**src/rtl/memory_arbiter_pkg.sv**
```systemverilog
// ============================================================================
// mem_arb_pkg : shared types and constants for the two-port memory arbiter
// Revision    : 1.0
// ============================================================================
`default_nettype none

package mem_arb_pkg;

  typedef enum logic [1:0] {
    IDLE  = 2'd0,
    ISSUE = 2'd1,
    RESP  = 2'd2
  } state_t;

  typedef enum logic {
    OP_READ  = 1'b0,
    OP_WRITE = 1'b1
  } op_t;

  localparam logic PORT_IFETCH = 1'b0;
  localparam logic PORT_DATA   = 1'b1;

endpackage

`default_nettype wire

```
**src/rtl/rr_arbiter_2.sv**
```systemverilog
// ============================================================================
// rr_arbiter_2 : combinational two-way round-robin picker
// Revision     : 1.0
// ============================================================================
`default_nettype none

module rr_arbiter_2
  import mem_arb_pkg::*;
(
  input  logic [1:0] req,
  input  logic       last_grant,
  output logic       grant,
  output logic       valid
);

  always_comb begin
    valid = |req;
    grant = PORT_IFETCH;
    if (&req) begin
      // On a tie the port that did not win last time goes next.
      grant = ~last_grant;
    end else if (req[1]) begin
      grant = PORT_DATA;
    end
  end

endmodule

`default_nettype wire

```
**src/rtl/memory_arbiter.sv**
```systemverilog
// ============================================================================
// memory_arbiter : round-robin sharing of one controller port between the
//                  instruction-fetch and data requesters, with abort timeout
// Revision       : 1.0
// ============================================================================
`default_nettype none

module memory_arbiter
  import mem_arb_pkg::*;
#(
  parameter int ADDR_WIDTH     = 32,
  parameter int DATA_WIDTH     = 32,
  parameter int TIMEOUT_CYCLES = 1024
) (
  input  logic                  clk,
  input  logic                  reset,
  input  logic [ADDR_WIDTH-1:0] p0_addr,
  input  logic                  p0_read_en,
  input  logic                  p0_write_en,
  input  logic [DATA_WIDTH-1:0] p0_write_val,
  output logic [DATA_WIDTH-1:0] p0_read_val,
  output logic                  p0_response,
  output logic                  p0_error,
  input  logic [ADDR_WIDTH-1:0] p1_addr,
  input  logic                  p1_read_en,
  input  logic                  p1_write_en,
  input  logic [DATA_WIDTH-1:0] p1_write_val,
  output logic [DATA_WIDTH-1:0] p1_read_val,
  output logic                  p1_response,
  output logic                  p1_error,
  output logic [ADDR_WIDTH-1:0] mem_addr,
  output logic                  mem_read_en,
  output logic                  mem_write_en,
  output logic [DATA_WIDTH-1:0] mem_write_val,
  input  logic [DATA_WIDTH-1:0] mem_read_val,
  input  logic                  mem_response
);

  localparam int CNT_W = (TIMEOUT_CYCLES < 1) ? 1 : $clog2(TIMEOUT_CYCLES + 1);

  state_t           state, state_nx;
  op_t              op;
  logic             gnt;
  logic             last_grant;
  logic             err_flag;
  logic [CNT_W-1:0] tcnt;
  logic [CNT_W-1:0] tcnt_inc;
  logic             timeout_hit;
  logic [1:0]       req;
  logic             pick;
  logic             pick_valid;

  assign req = {p1_read_en | p1_write_en, p0_read_en | p0_write_en};

  rr_arbiter_2 u_rr (
    .req        (req),
    .last_grant (last_grant),
    .grant      (pick),
    .valid      (pick_valid)
  );

  assign tcnt_inc    = tcnt + CNT_W'(1);
  // Abort once the count after this ISSUE cycle would reach the limit.
  assign timeout_hit = (TIMEOUT_CYCLES != 0) && (tcnt_inc == CNT_W'(TIMEOUT_CYCLES));

  always_ff @(posedge clk or posedge reset) begin
    if (reset) state <= IDLE;
    else       state <= state_nx;
  end

  always_comb begin
    state_nx     = state;
    mem_read_en  = 1'b0;
    mem_write_en = 1'b0;
    p0_response  = 1'b0;
    p1_response  = 1'b0;
    p0_error     = 1'b0;
    p1_error     = 1'b0;
    case (state)
      IDLE: begin
        if (pick_valid) state_nx = ISSUE;
      end
      ISSUE: begin
        mem_read_en  = (op == OP_READ);
        mem_write_en = (op == OP_WRITE);
        if (mem_response || timeout_hit) state_nx = RESP;
      end
      RESP: begin
        p0_response = (gnt == PORT_IFETCH);
        p1_response = (gnt == PORT_DATA);
        p0_error    = (gnt == PORT_IFETCH) && err_flag;
        p1_error    = (gnt == PORT_DATA) && err_flag;
        state_nx    = IDLE;
      end
      default: state_nx = IDLE;
    endcase
  end

  always_ff @(posedge clk or posedge reset) begin
    if (reset) begin
      gnt           <= PORT_IFETCH;
      last_grant    <= PORT_DATA;
      op            <= OP_READ;
      err_flag      <= 1'b0;
      tcnt          <= '0;
      mem_addr      <= '0;
      mem_write_val <= '0;
      p0_read_val   <= '0;
      p1_read_val   <= '0;
    end else begin
      case (state)
        IDLE: begin
          if (pick_valid) begin
            gnt        <= pick;
            last_grant <= pick;
            err_flag   <= 1'b0;
            tcnt       <= '0;
            if (pick == PORT_DATA) begin
              mem_addr      <= p1_addr;
              mem_write_val <= p1_write_val;
              op            <= p1_write_en ? OP_WRITE : OP_READ;
            end else begin
              mem_addr      <= p0_addr;
              mem_write_val <= p0_write_val;
              op            <= p0_write_en ? OP_WRITE : OP_READ;
            end
          end
        end
        ISSUE: begin
          tcnt <= tcnt_inc;
          if (mem_response) begin
            if (op == OP_READ) begin
              if (gnt == PORT_DATA) p1_read_val <= mem_read_val;
              else                  p0_read_val <= mem_read_val;
            end
          end else if (timeout_hit) begin
            err_flag <= 1'b1;
          end
        end
        default: ;
      endcase
    end
  end

endmodule

`default_nettype wire

```
**config.mk**
```make
export PLATFORM = sky130hd
export DESIGN_NAME = memory_arbiter
export DESIGN_NICKNAME = d
export VERILOG_FILES = /design/src/rtl/memory_arbiter_pkg.sv /design/src/rtl/rr_arbiter_2.sv /design/src/rtl/memory_arbiter.sv
export SDC_FILE = /design/constraint.sdc
export NUM_CORES = 1
export LEC_CHECK = 0
export BUFFER_PORTS_ARGS = -buffer_cell sky130_fd_sc_hd__buf_2
export CORE_ASPECT_RATIO = 0.5
export CORE_UTILIZATION = 40
export DETAILED_ROUTE_END_ITERATION = 8
export MAX_ROUTING_LAYER = met4
export PLACE_DENSITY = 0.78
export SYNTH_ARGS = -nofsm -noshare
export SYNTH_HDL_FRONTEND = slang
export SYNTH_SLANG_ARGS = --single-unit
```
**constraint.sdc**
```tcl
create_clock -name clk -period 4.5 [get_ports clk]
set_input_delay 0.9 -clock clk [delete_from_list [all_inputs] [get_ports clk]]
set_output_delay 0.9 -clock clk [all_outputs]
set_load 0.01 [all_outputs]
```
# == Word-level counts from Yosys, hierarchy flattened ==
# Cells that the tools add are included.
# op_classes
multipliers,0
shifts,0
n_addsub,1
n_div,0
mux,22
magnitude_cmp,0
n_eq_ne,7
n_reduce_logical,13
n_bitwise,5
# op_table
operator,n
$mux 32,2
$pmux 11 s2,1
$mux 1,14
$reduce_and 4->1,3
$add 11x1->11 const B,1
$eq 11x11->1 const B,1
$mux 11,1
$ne 2x2->1 const B,4
$reduce_and 2->1,4
$mux 2,2
$pmux 2 s2,1
$not 1->1,3
$eq 2x1->1 const B,1
$eq 2x2->1 const B,1
$logic_and 1x1->1,2
$logic_not 2->1,1
$or 1x1->1,2
$pmux 1 s2,1
$reduce_bool 2->1,1
$reduce_or 2->1,1
$logic_or 1x1->1,1
# totals
ff_bits,145
wordCells,58
input_bits,167
ramBits,0
latchBits,0
rom_bits,0
output_inout_bits,134
n_memories,0

# == Longest topological paths before layout ==
# depth
ltp_word,5
ltp_mapped,7
mapped_depth_nobuf,6

# == Modules after synthesis ==
# From an unflattened synthesis, not the netlist that was laid out.
# hier_totals
cells_unflattened,524
hier_area_um2,6206.0
# modules_own_cells
mod,seq_area_each_um2,instances,cells_each,area_per_inst_um2
memory_arbiter,3629.7,1,522,6192.2
rr_arbiter_2,0.0,1,2,13.8

# == Least setup slack after synthesis ==
# OpenSTA, ideal clock, no wires.
# synth_timing
path_kind,input to register
start,in p1_write_en
end,reg err_flag
setup_ns,0.095
n_path_buf,3
path_stages,7
required_ns,4.405
arrival_time_ns,1.872
setup_slack_ns,2.532
path_cell_list,nor4_1 or3_1 buf_2 buf_4 clkbuf_8 nand2_1 o31ai_1
# synth_via
elab_chain_cells,4
# synth_rtl
item,line_no,text
start: declaration,memory_arbiter.sv:26,"input logic p1_write_en,"
$or 1x1->1,memory_arbiter.sv:53,"assign req = {p1_read_en | p1_write_en, p0_read_en | p0_write_en};"
$reduce_or 2->1,rr_arbiter_2.sv:17,valid = |req;
$ne 2x2->1 (no line),--,
$reduce_and 4->1 (no line),--,
end signal: assignment,memory_arbiter.sv:104,err_flag <= 1'b0;
end signal: assignment,memory_arbiter.sv:116,err_flag <= 1'b0;
end signal: assignment,memory_arbiter.sv:137,err_flag <= 1'b1;
end: declaration,memory_arbiter.sv:45,logic err_flag;
# Every way passes these cells.
# A chain may end at the register's enable or synchronous reset.

# == Worst setup path after layout ==
# layout_timing
start,reg state[0]
end,out mem_write_en
# layout_via
elab_chain_cells,2
# layout_rtl
item,line_no,text
start: declaration,memory_arbiter.sv:41,"state_t state, state_nx;"
start signal: assignment,memory_arbiter.sv:68,else state <= state_nx;
$eq 2x1->1,memory_arbiter.sv:79,case (state)
$mux 1,memory_arbiter.sv:79,
end: declaration,memory_arbiter.sv:33,"output logic mem_write_en,"
# Every way passes these cells.

==> flow_summary.toml <==
[outcome]
status = "complete, but fails checks"
violations = "design-rule violations"

[sta]
tns_ns = 0
rsz0062_at_grt = "no"
period_share_pct = 61.7
clock_skew_ns = 0.0115
max_slew.worst_pin.slew_ns = 1.17
max_slew_margin_pct = 21.9
min_period_ns = 2.77
setup-violations-final = 0
fmax_ghz = 0.360
hold_viol_final = 0
slew_viol_final = 0

[logic_synthesis]
ys_types = 49
synth_area_per_cell_um2 = 12.1
synth_edf_count = 0
ys_ff_latch = 145
synth.area.top_cells = "dfrtp_1 (57%), mux2i_1 (10%), mux2_1 (9.4%)"
async_reset_ff_share_pct = 100
syn_area_mm2 = 0.00633
ys_warn_count = 0
synth.top_cell.area_share_pct = 56.9
synth.largest_area_cell = "dfrtp_1"
synth_cells = 523
ys_seq_area_share_pct = 57.3
synth_fp_nets = 691
synth_ff_type = "dfrtp_1"

[clock_tree]
cts_resized = 0
cts_buffers = 17
htreeDepth = 4
cts_max_path_buffers = 2
cts_tree = "yes"
clock-sinks = 145
clock_latency_ns = 0.41
post_cts_buffers = 0
holdBufCountCts = 0
clockRootBuffer = "clkbuf_16"
clkTransAtPathRegs_ns = 0.06

[setup_path]
arrival_ns = 1.87
cp-start-kind = "flop"
cp_cell_sequence = "nor2b_1, and2_1, buf_2"
critPathMaxStageDelay_ns = 0.72
critical_path.endpoint_type = "output port"
timing.rr.start = "state[1]$_DFFE_PP0P_"
critPathSlowestCell = "nor2b_1"
path_max_fanout = 12
required_ns = 3.60
r2r-end = "p1_read_val[13]$_DFFE_PP0P_"
r2r_setup_slack_ns = 1.88
crit_type = "reg2out"
r2r_cells = 4

[grt]
grt-ovfl-total = 0
grt_pass1_vias = 5004
grt_antenna_before_repair = 1
grt_pass1_wl_um = 24900
grt_max_degree = 136
gr-usage-all-layers_pct = 19.7

[worst_hold_path]
holdPathEnd = "mem_addr[22]$_DFFE_PP0P_"
hold_depth = 2
min_from = "mem_addr[22]$_DFFE_PP0P_"
holdCritPathClass = "reg2reg"

[layout]
mostFrequentLayoutCells = "buf_2 (300), dfrtp_1 (144), o21ai_0 (86)"
syn2layout_area_growth_pct = 34.5
drive_gt1_share_pct = 43.8
num-fill-cells = 1359
nNetsFinal = 981
final_cells = 1030
final_common_cell = "buf_2"

[floorplan]
ios = 301
start_util_pct = 41.0
die_h_um = 91.0
floorplan.rows = 32
die_x_um = 180
die-area_mm2 = 0.0164
coreArea_mm2 = 0.0155

[pwr]
p_sw_mw = 2.14
p_per_area_mw_per_mm2 = 682
clkPwrFrac_pct = 23.3
power_frac_comb_pct = 38.2
power_frac_seq_pct = 38.5
swShare_pct = 36.8
p_leak_nw = 4.38
internal_power_mw = 3.67
irDropWorstVdd_mv = 0.357

[drt]
drt_iter0_drc = 186
vias = 5035
wl_um = 15300
drt-pass1-iter-count = 6
viasPerCell = 4.89
wl_per_cell_um = 14.9
ant_nets = 0
drc_errors = 10

[place]
dp_hpwl_um = 11100
gp_congestion = 0.870
portBuffers = 300
dpl.cell_count = 998

[flow_run]
drv_cap = 0
==> per-stage QoR <==
step	hold WS, ns	power [mW]	cell area [µm²]	worst slack, ns	util (%)
after floorplan	0.452	3.63	6340	1.78	-
after global placement	0.458	4.42	7950	1.67	51.4
after detailed placement	0.465	4.52	7950	1.60	51.4
after CTS	0.479	5.90	8520	1.72	55.1
after global routing	0.494	6.22	8520	1.59	55.1
final	0.472	5.81	8520	1.73	55.1
==> Yosys cell counts, types with 2 or more instances <==
| library cell | instances |
|---|---|
| mux2_2 | 11 |
| nor2_1 | 6 |
| buf_4 | 11 |
| mux2i_1 | 65 |
| nand4_1 | 3 |
| o21ai_0 | 86 |
| and3_1 | 2 |
| o21ai_1 | 2 |
| and2_1 | 3 |
| buf_6 | 3 |
| nand2_1 | 75 |
| o31ai_1 | 3 |
| inv_1 | 2 |
| buf_2 | 9 |
| a21oi_1 | 3 |
| clkbuf_1 | 7 |
| a31oi_1 | 3 |
| dfrtp_1 | 144 |
| mux2_1 | 53 |
| nand2b_1 | 2 |
| nand3_1 | 2 |
==> state kept, by name, summed over array words and instances, names as in the netlist <==
name,flops
p0_read_val,32
op,1
gnt,1
last_grant,1
state,2
mem_addr,32
err_flag,1
mem_write_val,32
p1_read_val,32
tcnt,11
==> worst max path at each step <==
stage,from,to,slack (ns),cells past startpoint
finish,state[0]$_DFFE_PP0P_,mem_write_en,1.73,3
global route,state[0]$_DFFE_PP0P_,mem_write_en,1.59,3
CTS,state[0]$_DFFE_PP0P_,mem_write_en,1.72,3
detailed placement,p1_write_en,mem_addr[4]$_DFFE_PP0P_,1.60,4
global placement,p1_write_en,op$_DFFE_PP0P_,1.67,5
floorplan,reset,err_flag$_DFFE_PP0P_,1.78,1
==> per-layer routing <==
metal	track usage, %	up-vias	wire [µm]
li1	-	2426	-
met1	22.9	2451	6420
met2	34.5	139	8030
met3	4.89	19	736
met4	5.03	0	155
met5	-	-	0
==> layout make-up <==
type / instances / area, µm² / share of cell area (%)
diodes: 1 / 2.50 / 0.0294
clock buffers: 18 / 439 / 5.16
clock inverters: 13 / 128 / 1.50
inverters: 3 / 15.0 / 0.176
multi-input cells: 343 / 2500 / 29.3
flip-flops and latches: 145 / 3630 / 42.6
well taps: 204 / 255 / 3.00
repair buffers: 303 / 1550 / 18.2
==> worst max-delay path, delay by kind of cell (launching register included) <==
family,cells,cell delay [ns]
AND/OR/NAND/NOR,2,0.94
buffers and inverters,1,0.13
flip-flops,1,0.41
==> power by group through the flow <==
stage | clock network, mW | registers [mW] | logic [mW]
2_1_floorplan | 0 | 2.52 | 1.10
3_3_place_gp | 0 | 2.22 | 2.20
3_5_place_dp | 0 | 2.26 | 2.26
4_1_cts | 1.39 | 2.24 | 2.26
5_1_grt | 1.46 | 2.32 | 2.45
6_report | 1.35 | 2.24 | 2.22
==> cells by family (layout without fill, tap and decap cells) <==
| group | Yosys count | in the layout | share of synthesized area, % |
|---|---|---|---|
| AO/OA/AOI/OAI | 101 | 101 | 8.47 |
| XOR/XNOR | 1 | 1 | 0.138 |
| adder cells (fa/ha/maj) | 1 | 1 | 0.198 |
| buffers and inverters | 35 | 337 | 3.48 |
| flip-flops | 145 | 145 | 57.3 |
| multiplexers | 129 | 129 | 21.7 |
| other | 0 | 1 | 0 |
| AND/OR/NAND/NOR | 111 | 111 | 8.75 |
(Power assumes the default switching activity.)
